==> config.mk <==
export PLATFORM = sky130hd
export DESIGN_NAME = jk_counter_sequencer
export DESIGN_NICKNAME = d
export VERILOG_FILES = /design/src/rtl/jk_counter_pkg.sv /design/src/rtl/jk_flipflop.sv /design/src/rtl/jk_counter_sequencer.sv
export SDC_FILE = /design/constraint.sdc
export NUM_CORES = 1
export LEC_CHECK = 0
export BUFFER_PORTS_ARGS = -buffer_cell sky130_fd_sc_hd__buf_2
export CAP_MARGIN = 30
export CORE_UTILIZATION = 25
export DETAILED_ROUTE_END_ITERATION = 8
export PLACE_DENSITY = 0.51
export SKIP_CTS_REPAIR_TIMING = 1
export SYNTH_ARGS = -nofsm -noshare
export SYNTH_HDL_FRONTEND = slang
export SYNTH_SLANG_ARGS = --single-unit
==> constraint.sdc <==
create_clock -name input_clock1_1 -period 1.5 [get_ports input_clock1_1]
set_clock_uncertainty 0.1 [all_clocks]
set_input_delay 0.225 -clock input_clock1_1 [delete_from_list [all_inputs] [get_ports input_clock1_1]]
set_output_delay 0.225 -clock input_clock1_1 [all_outputs]
set_load 0.1 [all_outputs]
==> src/rtl/jk_counter_pkg.sv <==
// Shared definitions for the JK-flip-flop counter sequencer.
//   state_t    : sequencer FSM states (IDLE / RUN / PAUSE)
//   jk_mode_t  : 2-bit {J,K} pair applied to one flip-flop
//   HOLD/CLR/SET/TOG : the four JK actions
//   force_mode : picks SET or CLR so a bit lands on a chosen value
package jk_counter_pkg;

  typedef enum logic [1:0] {
    IDLE  = 2'd0,
    RUN   = 2'd1,
    PAUSE = 2'd2
  } state_t;

  typedef logic [1:0] jk_mode_t;

  localparam jk_mode_t HOLD = 2'b00;
  localparam jk_mode_t CLR  = 2'b01;
  localparam jk_mode_t SET  = 2'b10;
  localparam jk_mode_t TOG  = 2'b11;

  // Drive a bit to an absolute value regardless of its current Q.
  function automatic jk_mode_t force_mode(input logic v);
    return v ? SET : CLR;
  endfunction

endpackage

==> src/rtl/jk_flipflop.sv <==
// Single JK flip-flop, one bit of the LED counter.
//   clk   : rising-edge clock
//   rst_n : asynchronous active-low reset, Q -> 0
//   j, k  : 00 hold, 01 clear, 10 set, 11 toggle
//   q     : stored bit
module jk_flipflop (
  input  logic clk,
  input  logic rst_n,
  input  logic j,
  input  logic k,
  output logic q
);

  always_ff @(posedge clk or negedge rst_n) begin
    if (!rst_n) begin
      q <= 1'b0;
    end else begin
      case ({j, k})
        2'b01:   q <= 1'b0;
        2'b10:   q <= 1'b1;
        2'b11:   q <= ~q;
        default: q <= q;
      endcase
    end
  end

endmodule

==> src/rtl/jk_counter_sequencer.sv <==
// Sequencer for a WIDTH-bit counter made of JK flip-flops driving LEDs.
// Holds the IDLE/RUN/PAUSE state, runs a PRESCALE-cycle tick prescaler and
// generates per-bit J/K controls for counting up/down, wrapping at
// 0/MAX_COUNT and loading a (saturated) preset.
//   input_clock1_1   : system clock, rising edge
//   input_reset_n1_2 : asynchronous active-low reset
//   input_start_3    : start / resume request
//   input_stop_4     : pause (from RUN) / clear to IDLE (from PAUSE)
//   input_dir_5      : 1 = up, 0 = down, sampled on tick edges
//   input_load_6     : load input_preset_7 on the next edge
//   input_preset_7   : load value, saturated to MAX_COUNT
//   output_count_8   : flip-flop Q vector
//   output_j_9       : J applied this cycle (combinational)
//   output_k_10      : K applied this cycle (combinational)
//   output_tc_11     : one-cycle pulse after a wrap edge
//   output_busy_12   : high while in RUN
module jk_counter_sequencer
  import jk_counter_pkg::*;
#(
  parameter int WIDTH     = 3,
  parameter int PRESCALE  = 4,
  parameter int MAX_COUNT = 7
) (
  input  logic             input_clock1_1,
  input  logic             input_reset_n1_2,
  input  logic             input_start_3,
  input  logic             input_stop_4,
  input  logic             input_dir_5,
  input  logic             input_load_6,
  input  logic [WIDTH-1:0] input_preset_7,
  output logic [WIDTH-1:0] output_count_8,
  output logic [WIDTH-1:0] output_j_9,
  output logic [WIDTH-1:0] output_k_10,
  output logic             output_tc_11,
  output logic             output_busy_12
);

  localparam int               PW       = (PRESCALE > 2) ? $clog2(PRESCALE) : 1;
  localparam logic [PW-1:0]    PRE_LAST = PW'(PRESCALE - 1);
  localparam logic [WIDTH-1:0] MAX_V    = WIDTH'(MAX_COUNT);

  state_t           state;
  state_t           state_nxt;
  logic [PW-1:0]    presc;
  logic [PW-1:0]    presc_nxt;
  logic             tc;
  logic             tick;
  logic             wrap;
  logic             at_max;
  logic             at_zero;
  logic [WIDTH-1:0] preset_sat;
  logic [WIDTH-1:0] count;
  logic [WIDTH-1:0] j_raw;
  logic [WIDTH-1:0] k_raw;
  logic [WIDTH-1:0] j_vec;
  logic [WIDTH-1:0] k_vec;

  assign tick       = (state == RUN) && (presc == PRE_LAST);
  assign at_max     = (count == MAX_V);
  assign at_zero    = (count == '0);
  assign preset_sat = (input_preset_7 > MAX_V) ? MAX_V : input_preset_7;

  // State / prescaler / tc registers
  always_ff @(posedge input_clock1_1 or negedge input_reset_n1_2) begin
    if (!input_reset_n1_2) begin
      state <= IDLE;
      presc <= '0;
      tc    <= 1'b0;
    end else begin
      state <= state_nxt;
      presc <= presc_nxt;
      tc    <= wrap;
    end
  end

  // Next state and prescaler. A load blocks start but not stop, and always
  // restarts the prescaler. A tick edge always wraps the prescaler to 0,
  // even when a coincident stop pauses the sequencer.
  always_comb begin
    state_nxt = state;
    presc_nxt = presc;
    case (state)
      IDLE: begin
        presc_nxt = '0;
        if (input_start_3 && !input_load_6) state_nxt = RUN;
      end
      RUN: begin
        if (tick)               presc_nxt = '0;
        else if (!input_stop_4) presc_nxt = presc + PW'(1);
        if (input_stop_4) state_nxt = PAUSE;
      end
      PAUSE: begin
        if (input_stop_4) begin
          state_nxt = IDLE;
          presc_nxt = '0;
        end else if (input_start_3 && !input_load_6) begin
          state_nxt = RUN;
        end
      end
      default: begin
        state_nxt = IDLE;
        presc_nxt = '0;
      end
    endcase
    if (input_load_6) presc_nxt = '0;
  end

  // J/K generation. `chain` walks up from bit 0: for counting up it stays
  // set while all lower bits are 1, for counting down while they are all 0;
  // a bit toggles exactly when its chain is still set.
  always_comb begin
    logic     chain;
    jk_mode_t m;
    j_raw = '0;
    k_raw = '0;
    chain = 1'b1;
    m     = HOLD;
    for (int i = 0; i < WIDTH; i++) begin
      m = HOLD;
      if (input_load_6) begin
        m = force_mode(preset_sat[i]);
      end else if (tick) begin
        if (input_dir_5) begin
          m     = at_max ? CLR : (chain ? TOG : HOLD);
          chain = chain & count[i];
        end else begin
          m     = at_zero ? force_mode(MAX_V[i]) : (chain ? TOG : HOLD);
          chain = chain & ~count[i];
        end
      end
      j_raw[i] = m[1];
      k_raw[i] = m[0];
    end
  end

  assign wrap = tick && !input_load_6 && (input_dir_5 ? at_max : at_zero);

  // Controls are forced to hold while reset is asserted so nothing
  // downstream sees a spurious set/clear request.
  assign j_vec = input_reset_n1_2 ? j_raw : '0;
  assign k_vec = input_reset_n1_2 ? k_raw : '0;

  for (genvar g = 0; g < WIDTH; g++) begin : g_bit
    jk_flipflop u_ff (
      .clk   (input_clock1_1),
      .rst_n (input_reset_n1_2),
      .j     (j_vec[g]),
      .k     (k_vec[g]),
      .q     (count[g])
    );
  end

  assign output_count_8 = count;
  assign output_j_9     = j_vec;
  assign output_k_10    = k_vec;
  assign output_tc_11   = tc;
  assign output_busy_12 = (state == RUN);

endmodule
# After elaboration in Yosys (flattened, before gate mapping)
# Index checks and enable logic that the tools add are counted.
[totals] register_bits=8 inputBits=9
[op_classes] addsub=1 n_lt_le_gt_ge=1 eq_ne=16 muxes=42 bitwise_logic=5 reduce_logical=11
[op_table] operator="2-bit 2-to-1 mux" count=26
[op_table] operator="2-bit equality test (second input constant)" count=8
[op_table] operator="3-bit 2-to-1 mux" count=3
[op_table] operator="1-bit one-hot mux with 3 select lines" count=3
[op_table] operator="3-bit nonzero test" count=3
[op_table] operator="2-bit by 1-bit equality test with 1-bit output (second input constant)" count=4
[op_table] operator="1-bit 2-to-1 mux" count=8
[op_table] operator="2-bit one-hot mux with 3 select lines" count=1
[op_table] operator="1-bit logical AND" count=4
[op_table] operator="4-bit by 3-bit inequality test with 1-bit output (second input constant)" count=1
[op_table] operator="2-bit one-hot mux with 2 select lines" count=1
[op_table] operator="3-bit equality test (second input constant)" count=1
[op_table] operator="3-bit greater-than comparator (second input constant)" count=1
[op_table] operator="3-bit zero test" count=1
[op_table] operator="3-bit inequality test (second input constant)" count=1
[op_table] operator="1-bit inverter" count=3
[op_table] operator="2-bit by 1-bit adder with 2-bit output (second input constant)" count=1
[op_table] operator="1-bit AND" count=2
[op_table] operator="2-bit zero test" count=1
[op_table] operator="2-bit inequality test (second input constant)" count=1
[op_table] operator="2-bit AND reduction" count=1
[op_table] operator="1-bit zero test" count=1

# Logic depth before layout (Yosys ltp)
# Gate-level depths: netlist of run 1.
[logic_depth] depth_word=16 mapped_depth=6 mapped_depth_nobuf=5

# Modules after synthesis
# A second synthesis of run 1 with hierarchy kept.
[hier_totals] cells_unflattened=62 area_unflattened_um2=519.2
[modules_own_cells] module="jk_counter_sequencer" n_inst=1 cells_per_inst=53 area_per_inst_um2=417.9 seq_area_each_um2=125.1
[modules_own_cells] module="jk_flipflop" n_inst=3 cells_per_inst=3 area_per_inst_um2=33.8 seq_area_each_um2=25.0

# Worst setup path after synthesis of run 1
# Ideal clock, no wire load.
[synth_path] path_type="in2out" from="in state[1]" to="out output_k_10[2]" arrival_time_ps=1912 slack_ps=-737 cell_stages=5 n_path_buf=1 path_cell_list="dfrtp_1 and2b_1 nand4_1 o22ai_1 buf_4"
[synth_between] elab_chain_cells=14
[synth_rtl] item="start, declared" line="jk_counter_sequencer.sv:42" rtl="state_t state;"
[synth_rtl] item="2-bit by 1-bit equality test with 1-bit output (*)"
[synth_rtl] item="named net output_busy_12" line="jk_counter_sequencer.sv:35" rtl="output logic output_busy_12"
[synth_rtl] item="1-bit logical AND (*)" line="jk_counter_sequencer.sv:58" rtl="assign tick = (state == RUN) && (presc == PRE_LAST);"
[synth_rtl] item="1-bit 2-to-1 mux" line="jk_counter_sequencer.sv:122" rtl="end else if (tick) begin"
[synth_rtl] item="1-bit 2-to-1 mux" line="jk_counter_sequencer.sv:120" rtl="if (input_load_6) begin"
[synth_rtl] item="1-bit AND (on tied branches)" line="jk_counter_sequencer.sv:128, jk_counter_sequencer.sv:125"
[synth_rtl] item="1-bit 2-to-1 mux" line="jk_counter_sequencer.sv:123" rtl="if (input_dir_5) begin"
[synth_rtl] item="1-bit 2-to-1 mux" line="jk_counter_sequencer.sv:122"
[synth_rtl] item="1-bit 2-to-1 mux" line="jk_counter_sequencer.sv:120"
[synth_rtl] item="2-bit 2-to-1 mux" line="jk_counter_sequencer.sv:124, jk_counter_sequencer.sv:127"
[synth_rtl] item="2-bit 2-to-1 mux (on tied branches)" line="jk_counter_sequencer.sv:127, jk_counter_sequencer.sv:124"
[synth_rtl] item="2-bit 2-to-1 mux" line="jk_counter_sequencer.sv:123"
[synth_rtl] item="2-bit 2-to-1 mux (*)" line="jk_counter_sequencer.sv:122"
[synth_rtl] item="2-bit 2-to-1 mux (*)" line="jk_counter_sequencer.sv:120"
[synth_rtl] item="3-bit 2-to-1 mux (*)" line="jk_counter_sequencer.sv:141" rtl="assign k_vec = input_reset_n1_2 ? k_raw : '0;"
[synth_rtl] item="end, declared" line="jk_counter_sequencer.sv:33" rtl="output logic [WIDTH-1:0] output_k_10,"
# The timed path passes the listed nets; every way through them passes the cells marked *.

# Final worst setup path of run 1
[layout_path] from="in g_bit[0].u_ff.q" to="out output_j_9[0]"
[layout_between] elab_chain_cells=6
[layout_rtl] item="start, declared" line="jk_flipflop.sv:11" rtl="output logic q"
[layout_rtl] item="3-bit equality test" line="jk_counter_sequencer.sv:59" rtl="assign at_max = (count == MAX_V);"
[layout_rtl] item="2-bit 2-to-1 mux" line="jk_counter_sequencer.sv:124" rtl="m = at_max ? CLR : (chain ? TOG : HOLD);"
[layout_rtl] item="2-bit 2-to-1 mux" line="jk_counter_sequencer.sv:123"
[layout_rtl] item="2-bit 2-to-1 mux" line="jk_counter_sequencer.sv:122"
[layout_rtl] item="2-bit 2-to-1 mux" line="jk_counter_sequencer.sv:120"
[layout_rtl] item="3-bit 2-to-1 mux" line="jk_counter_sequencer.sv:140" rtl="assign j_vec = input_reset_n1_2 ? j_raw : '0;"
[layout_rtl] item="end, declared" line="jk_counter_sequencer.sv:32" rtl="output logic [WIDTH-1:0] output_j_9,"
# Every way passes these cells.

==> results.cfg, run 1 <==
[critical_path]
crit_path_cell_trace = buf_6, nand4_1, a22oi_1, nor2b_2, buf_12
cp.arrival_ps = 1530
end_kind = output pin
worstPathRequired_ps = 1170
startpoint_type = flip-flop
crit_type = flip-flop to output pin
critical_path_buf_inv_count = 2
cp_max_fo = 6
critPathTopFamily = flip-flops
slowest_stage = dfrtp_2
max_stage_delay_ps = 480

[final_layout]
mostFrequentLayoutCells = buf_4, buf_2, buf_12
final_common_cell = buf_4
drive_gt1_share_pct = 56.3
nNetsFinal = 138
area_delta_synth_final_pct = 78.5
fin_util_pct = 49.1
diodes = 0

[outcome]
status = finished with violations
violations = setup timing

[placed_design]
place_hpwl_mm = 1.57
gp_congestion = 0.821
io_buffers = 19

[power]
p_leak_nw = 0.571
power_frac_comb_pct = 56.8
p_per_area_nw_per_um2 = 871
clockPowerShare_pct = 16.4
ir_drop_mv = 0.498
p_switching_mw = 0.483
seq_power_share_pct = 26.8
sw_frac_of_total_pct = 44.0
internal_power_mw = 0.614

[yosys]
synthesis.instances = 88
syn_nets = 98
syn_area_um2 = 706
yosys_warnings = 0
synth_edf_count = 0
ys_seq_area_share_pct = 28.4
ys_types = 37
synthArstFlopShare_pct = 100
avgSynthCellArea_um2 = 8.02
synth-main-ff-cell = dfrtp_1
synth-seq-cells = 8

[cts]
clock_latency_ps = 260
cts_buffers = 3
clk_pin_slew_ps = 70
clock-sinks = 8
clock-root-buffer = clkbuf_4
ctsLongestPathBuffers = 2
h-tree-depth = 1
cts_tree = done

[timing]
rsz0062_at_grt = yes
layout_setup_ws_ps = -351
post-route-period-util_pct = 123
slew_violations = 0
worst_pin_slew_ps = 484
min_period_ps = 1850
slew_headroom_pct = 68.0
whs_ps = 120
setup_viol = 9
finalHoldViolCount = 0
max_freq_mhz = 540

[floorplanning]
dieArea_um2 = 3040
coreArea_um2 = 2570
start_util_pct = 27.5
die_x_um = 55.1
ios = 20
rows = 18
die-height_um = 55.1

[grt]
grt-ovfl-total = 0
antenna_found_initial = 0
grt_pass1_wl_mm = 3.35
grt_max_degree = 15
grt_util_all_layers_pct = 15.8
grt_pass1_vias = 751

[route]
drt_wl_total_mm = 2.15
wl_met2_mm = 1.16
drt_pass1_iterations = 4
wl_per_cell_um = 13.8
vias = 782
drt_iter0_drc = 19
wl_met1_um = 887
avgViaCountPerCell = 5.01
top_layer_used = met4
drc_errors = 0
ant_nets = 0
met3_length_um = 73

[flow_run]
cap_violations = 0

[worst_hold_path]
holdCritPathClass = input port to flip-flop
[kinds of logic (layout without fill, tap and decap cells)]
group	Yosys count	after routing	share of synthesized area, %
AOI/OAI and AO/OA	25	25	22.7
xor gates and xnor gates	1	1	1.24
adders and majority gates	1	1	1.77
buffers and inverters	15	53	14.5
DFF	8	8	28.4
muxes	4	4	5.85
and+or+nand+nor	34	34	25.5
[cells in the mapped netlist (2+ instances only)]
master | n | area share (%)
clkbuf_1 | 2 | 1.1
o21ai_0 | 4 | 2.8
nand4_1 | 2 | 1.8
nand3_1 | 4 | 2.8
mux2i_1 | 3 | 4.3
nand2_1 | 9 | 4.8
a21boi_0 | 2 | 2.1
buf_4 | 10 | 11
dfrtp_1 | 8 | 28
nor2_1 | 9 | 4.8
a21oi_1 | 6 | 4.3
o22ai_1 | 4 | 3.5
[worst reg2reg max path, cell delays in order (launching register included)]
cell and delay [ps]:
dfrtp_2 470, buf_4 160, or3_4 360, a21oi_2 150, mux2i_1 190, a21oi_1 80
[power by group through the flow]
| stage | logic (mW) | clock network (mW) | registers (mW) |
|---|---|---|---|
| floorplan | 0.391 | 0 | 0.267 |
| global placement | 0.568 | 0 | 0.289 |
| detailed placement | 0.573 | 0 | 0.289 |
| CTS | 0.575 | 0.187 | 0.286 |
| global route | 0.657 | 0.199 | 0.298 |
| finish | 0.623 | 0.180 | 0.294 |
[per-layer routing]
| metal | GRT usage, % | up-vias |
|---|---|---|
| li1 | - | 382 |
| met1 | 18.3 | 380 |
| met2 | 28.9 | 18 |
| met3 | 4.92 | 2 |
| met4 | 1.67 | 0 |
| met5 | 0 | - |
[sequential cells by signal (all words and copies together) (netlist names)]
register,cells
output_tc_11,1
presc,2
g_bit.u_ff.q,3
state,2
[worst paths after layout]
| path | startpoint | endpoint | slack [ps] | depth (start not counted) |
|---|---|---|---|---|
| setup / recovery | g_bit[0].u_ff.q | output_j_9[0] | -350 | 5 |
| hold / removal | input_start_3 | state[0] | 120 | 3 |
| setup reg to reg | g_bit[1].u_ff.q | g_bit[2].u_ff.q | -120 | 5 |
| hold reg to reg | state[1] | state[0] | 520 | 2 |
| max in group asynchronous | input_reset_n1_2 | g_bit[1].u_ff.q | 590 | 3 |
| min in group asynchronous | input_reset_n1_2 | presc[1] | 380 | 3 |
[metrics by stage]
step / setup WS (ps) / instance area, um^2 / setup TNS (ps) / cells / power, mW
final: -351 / 1260 / -2210 / 156 / 1.10
after global routing: -427 / 1260 / -2850 / 156 / 1.15
after CTS: -442 / 1140 / -2830 / 150 / 1.05
after detailed placement: -167 / 1120 / -926 / 147 / 0.863
after global placement: -139 / 1120 / -718 / 147 / 0.856
after floorplan: -264 / 786 / -744 / 88 / 0.658
[cell type report]
class                      instances  area [um^2]
fill                             247         1310
timing repair buffer              49          499
multi-input combinational         65          493
sequential                         8          204
tap                               30         37.5
clock buffer                       3         22.5
inverter                           1         3.75
Note: power is estimated with default switching activity, not from simulation.
==> inputs of run 2 (changes only) <==
--- a/config.mk
+++ b/config.mk
@@ -7,9 +7,10 @@
 export LEC_CHECK = 0
 export BUFFER_PORTS_ARGS = -buffer_cell sky130_fd_sc_hd__buf_2
 export CAP_MARGIN = 30
-export CORE_UTILIZATION = 25
+export CORE_UTILIZATION = 35
 export DETAILED_ROUTE_END_ITERATION = 8
-export PLACE_DENSITY = 0.51
+export MAX_ROUTING_LAYER = met4
+export PLACE_DENSITY = 0.65
 export SKIP_CTS_REPAIR_TIMING = 1
 export SYNTH_ARGS = -nofsm -noshare
 export SYNTH_HDL_FRONTEND = slang
==> run 2 against run 1 <==
  * The flow still finishes with violations (setup timing)
  * Global-route usage grew 3.3 points
  * Setup slack lost 36 ps
  * Core utilization grew 17 points
  * Clock power shrank 8%
  * Fmax shrank 1.9%
  * Combinational power shrank 3%
  * Cell area shrank 5.2%
  * Highest routed layer is now met3
  * Critical path depth is the same
  * Largest power group unchanged
  * Wire length shrank 13%
  * Critical endpoint is now output_k_10[0]
  * First-iteration DRC count shrank 16%
==> results.cfg, run 2 (synthesis gave the netlist of run 1 again) <==
[cts]
cts_tree = done
cts_buffers = 3
clk_pin_slew_ps = 50
ctsLongestPathBuffers = 2
clock_latency_ps = 260
clock-sinks = 8
h-tree-depth = 1
clock-root-buffer = clkbuf_4

[floorplanning]
die-height_um = 46.9
die_x_um = 46.9
dieArea_um2 = 2200
coreArea_um2 = 1800
rows = 15
ios = 20
start_util_pct = 39.2

[timing]
finalSetupTns_ps = -2080
finalHoldViolCount = 0
layout_setup_ws_ps = -387
post-route-period-util_pct = 126
min_period_ps = 1890
max_freq_mhz = 530
setup_viol = 8
whs_ps = 150
rsz0062_at_grt = yes
worst_pin_slew_ps = 486
slew_violations = 0
slew_headroom_pct = 67.8

[final_layout]
diodes = 0
area_delta_synth_final_pct = 69.3
nNetsFinal = 134
drive_gt1_share_pct = 52.5
final_common_cell = buf_4
top_register = g_bit.u_ff.q
reg_top3 = g_bit.u_ff.q: 3 flops, presc: 2 flops, state: 2 flops
mostFrequentLayoutCells = buf_4, buf_2, buf_12
final_cells = 147
finalInstanceArea_um2 = 1190
largest_reg_flops = 3
nFillCells = 167
fin_util_pct = 66.3

[route]
drt_wl_total_mm = 1.88
wl_per_cell_um = 12.8
ant_nets = 0
drt_pass1_iterations = 4
vias = 750
drt_iter0_drc = 16
drc_errors = 0
avgViaCountPerCell = 5.10

[critical_path]
cp.arrival_ps = 1560
r2r_end = g_bit[2].u_ff.q
path_depth = 5
cp_max_fo = 5
endpoint = output_k_10[0]
startpoint_type = flip-flop
regToRegStartpoint = g_bit[0].u_ff.q
worstSetupStartpoint = g_bit[0].u_ff.q
critPathTopFamily = simple AND/OR/NAND/NOR gates
crit_path_cell_trace = nor3_4, nand2b_1, and2_4, o21a_1, buf_12
worstPathRequired_ps = 1170
end_kind = output pin
slowest_stage = dfrtp_2
max_stage_delay_ps = 470
r2r_slack_ps = -150
crit_type = flip-flop to output pin
rr_worst_depth = 5
critical_path_buf_inv_count = 1

[placed_design]
dp_slack_ps = -160
gp_congestion = 0.840
io_buffers = 19
placed_cell_area_um2 = 1080
place_hpwl_mm = 1.46
place_inst = 138

[grt]
grt_util_all_layers_pct = 19.0
grt_max_degree = 12
grt-ovfl-total = 0
grt_pass1_vias = 663
grt_pass1_wl_mm = 2.87
antenna_found_initial = 0

[power]
power.total_mw = 1.06
ir_drop_mv = 0.560
p_leak_nw = 0.544
p_per_area_nw_per_um2 = 883

[flow_run]
cap_violations = 0

[outcome]
violations = setup timing
status = finished with violations

[worst_hold_path]
holdCritPathClass = input port to flip-flop
## run 2: worst min-delay path by stage
stage                     startpoint         endpoint  slack, ps  cells past startpoint
floorplan           input_reset_n1_2  g_bit[0].u_ff.q       -170                      0
global placement    input_reset_n1_2         presc[0]        -50                      1
detailed placement  input_reset_n1_2         presc[0]        -40                      1
CTS                 input_reset_n1_2         presc[0]       -320                      1
global route           input_start_3         state[0]        150                      3
finish                 input_start_3         state[0]        150                      3
## run 2: worst register-to-register path: cells and delay by family, from the launching register on
kind,cells,cell delay [ps]
muxes,1,190
buffers and inverters,1,190
DFF,1,470
and+or+nand+nor,1,370
AOI/OAI and AO/OA,2,230
## run 2: final cells by class
cell class | instances | area [um^2] | share of cell area (%)
clock buffer | 3 | 22.5 | 1.88
inverter | 1 | 3.75 | 0.314
multi-input combinational | 65 | 478 | 40.0
sequential | 8 | 203 | 17.0
tap | 25 | 31.3 | 2.62
timing repair buffer | 45 | 457 | 38.2
## run 2: power breakdown
| group | switching, mW | internal (mW) | total [mW] |
|---|---|---|---|
| Clock | 0.0739 | 0.0916 | 0.166 |
| Sequential | 0.0435 | 0.243 | 0.286 |
| Combinational | 0.339 | 0.264 | 0.603 |
## run 2: routing by layer
metal,routed length (um),global-route usage (%),up-vias
li1,-,-,377
met1,824,24.1,360
met2,970,29.7,13
met3,83,5.38,0
met4,0,5.14,0
met5,0,-,-
==> inputs of run 3 (changes only) <==
--- a/config.mk
+++ b/config.mk
@@ -11,6 +11,7 @@
 export DETAILED_ROUTE_END_ITERATION = 8
 export MAX_ROUTING_LAYER = met4
 export PLACE_DENSITY = 0.65
+export SETUP_SLACK_MARGIN = 0.1
 export SKIP_CTS_REPAIR_TIMING = 1
 export SYNTH_ARGS = -nofsm -noshare
 export SYNTH_HDL_FRONTEND = slang
==> run 3 against run 2 <==
  * The run still ends with setup timing left
  * Fmax is 0.83% higher
  * Non-clock buffer count is 3 higher
  * First-iteration DRC count is 44% lower
  * Via count is 3.3% higher
  * Sequential cell count stayed put
  * Setup slack better by 15 ps
  * Register-to-register slack worse by 20 ps
  * Critical path depth is 1 higher
  * Wire length is 7.8% higher
  * Hold slack worse by 14 ps
  * Clock power hardly changed
  * Sequential power is 3% higher
==> results.cfg, run 3 (synthesis gave the netlist of run 1 again) <==
[outcome]
status = finished with violations
violations = setup timing

[timing]
finalSetupTns_ps = -2460
post-route-period-util_pct = 125
slew_headroom_pct = 67.6
worst_pin_slew_ps = 490
min_period_ps = 1870
layout_setup_ws_ps = -372
max_freq_mhz = 534
finalHoldViolCount = 0
rsz0062_at_grt = yes
setup_viol = 9
slew_violations = 0

[placed_design]
placed_cell_area_um2 = 1090
dp_slack_ps = -245
place_inst = 139
io_buffers = 19
gp_congestion = 0.799
place_hpwl_mm = 1.54

[floorplanning]
dieArea_um2 = 2200
die-height_um = 46.9
die_x_um = 46.9
rows = 15
coreArea_um2 = 1800
ios = 20
start_util_pct = 39.2

[critical_path]
regToRegStartpoint = g_bit[0].u_ff.q
worstPathRequired_ps = 1170
r2r_slack_ps = -170
rr_worst_depth = 5
end_kind = output pin
crit_type = flip-flop to output pin
cp_max_fo = 4
cp.arrival_ps = 1550
r2r_end = g_bit[2].u_ff.q
startpoint_type = flip-flop

[final_layout]
finalInstanceArea_um2 = 1250
final_common_cell = buf_4
final_cells = 150
mostFrequentLayoutCells = buf_4, buf_2, buf_12
drive_gt1_share_pct = 56.8
top_register = g_bit.u_ff.q
reg_top3 = g_bit.u_ff.q: 3 flops, presc: 2 flops, state: 2 flops
nNetsFinal = 137
area_delta_synth_final_pct = 77.0
diodes = 0
largest_reg_flops = 3

[flow_run]
cap_violations = 0

[cts]
clk_pin_slew_ps = 60
clock_latency_ps = 250
clock-sinks = 8
cts_buffers = 3
cts_tree = done
h-tree-depth = 1
clock-root-buffer = clkbuf_4
ctsLongestPathBuffers = 2

[route]
ant_nets = 0
drt_iter0_drc = 9
drt_wl_total_mm = 2.03
drc_errors = 0
drt_pass1_iterations = 4
wl_per_cell_um = 13.5
vias = 775
avgViaCountPerCell = 5.17

[grt]
antenna_found_initial = 0
grt_pass1_wl_mm = 3.06
grt_util_all_layers_pct = 20.4
grt_pass1_vias = 721
grt-ovfl-total = 0
grt_max_degree = 12

[power]
p_per_area_nw_per_um2 = 877
power.total_mw = 1.09
p_leak_nw = 0.562
ir_drop_mv = 0.563

[worst_hold_path]
holdCritPathClass = input port to flip-flop
hold_depth = 3
min_to = state[0]
min_from = input_start_3
run 3: layer usage:
| metal | GRT usage (%) | vias up | wire length [um] |
|---|---|---|---|
| met3 | 5.38 | 2 | 94 |
| met1 | 23.1 | 373 | 824 |
| met5 | - | - | 0 |
| met4 | 3.43 | 0 | 19 |
| li1 | - | 384 | - |
| met2 | 36.1 | 16 | 1090 |
run 3: report_power, final:
group,internal [mW],switching [mW]
Combinational,0.286,0.345
Sequential,0.244,0.0507
Clock,0.0919,0.0775
run 3: how the worst max path moves through the flow:
stage,startpoint,end,slack [ps]
after floorplan,state[1],output_j_9[2],-260
after global placement,g_bit[0].u_ff.q,output_k_10[2],-180
after detailed placement,g_bit[0].u_ff.q,output_j_9[2],-240
after CTS,g_bit[0].u_ff.q,output_j_9[2],-520
after global routing,g_bit[1].u_ff.q,output_k_10[0],-460
final,presc[0],output_k_10[0],-370
run 3: final cells by class:
| class | instances | area, um^2 |
|---|---|---|
| clock buffer | 3 | 22.5 |
| fill | 138 | 553 |
| inverter | 1 | 3.75 |
| multi-input combinational | 65 | 500 |
| sequential | 8 | 204 |
| tap | 25 | 31.3 |
| timing repair buffer | 48 | 487 |
run 3: worst max-delay path, cell delays in order (launching register included):
cell and delay, ps:
dfrtp_1 400, ha_4 180, nand3b_4 110, nor2_4 120, and2_1 140, o21a_1 170
buf_12 180
run 3: metrics by stage:
step | util (%) | hold slack, ps
floorplan | - | -171
global placement | 60.3 | -47.8
detailed placement | 60.3 | -47.4
CTS | 61.6 | -322
global route | 69.3 | 158
finish | 69.3 | 136
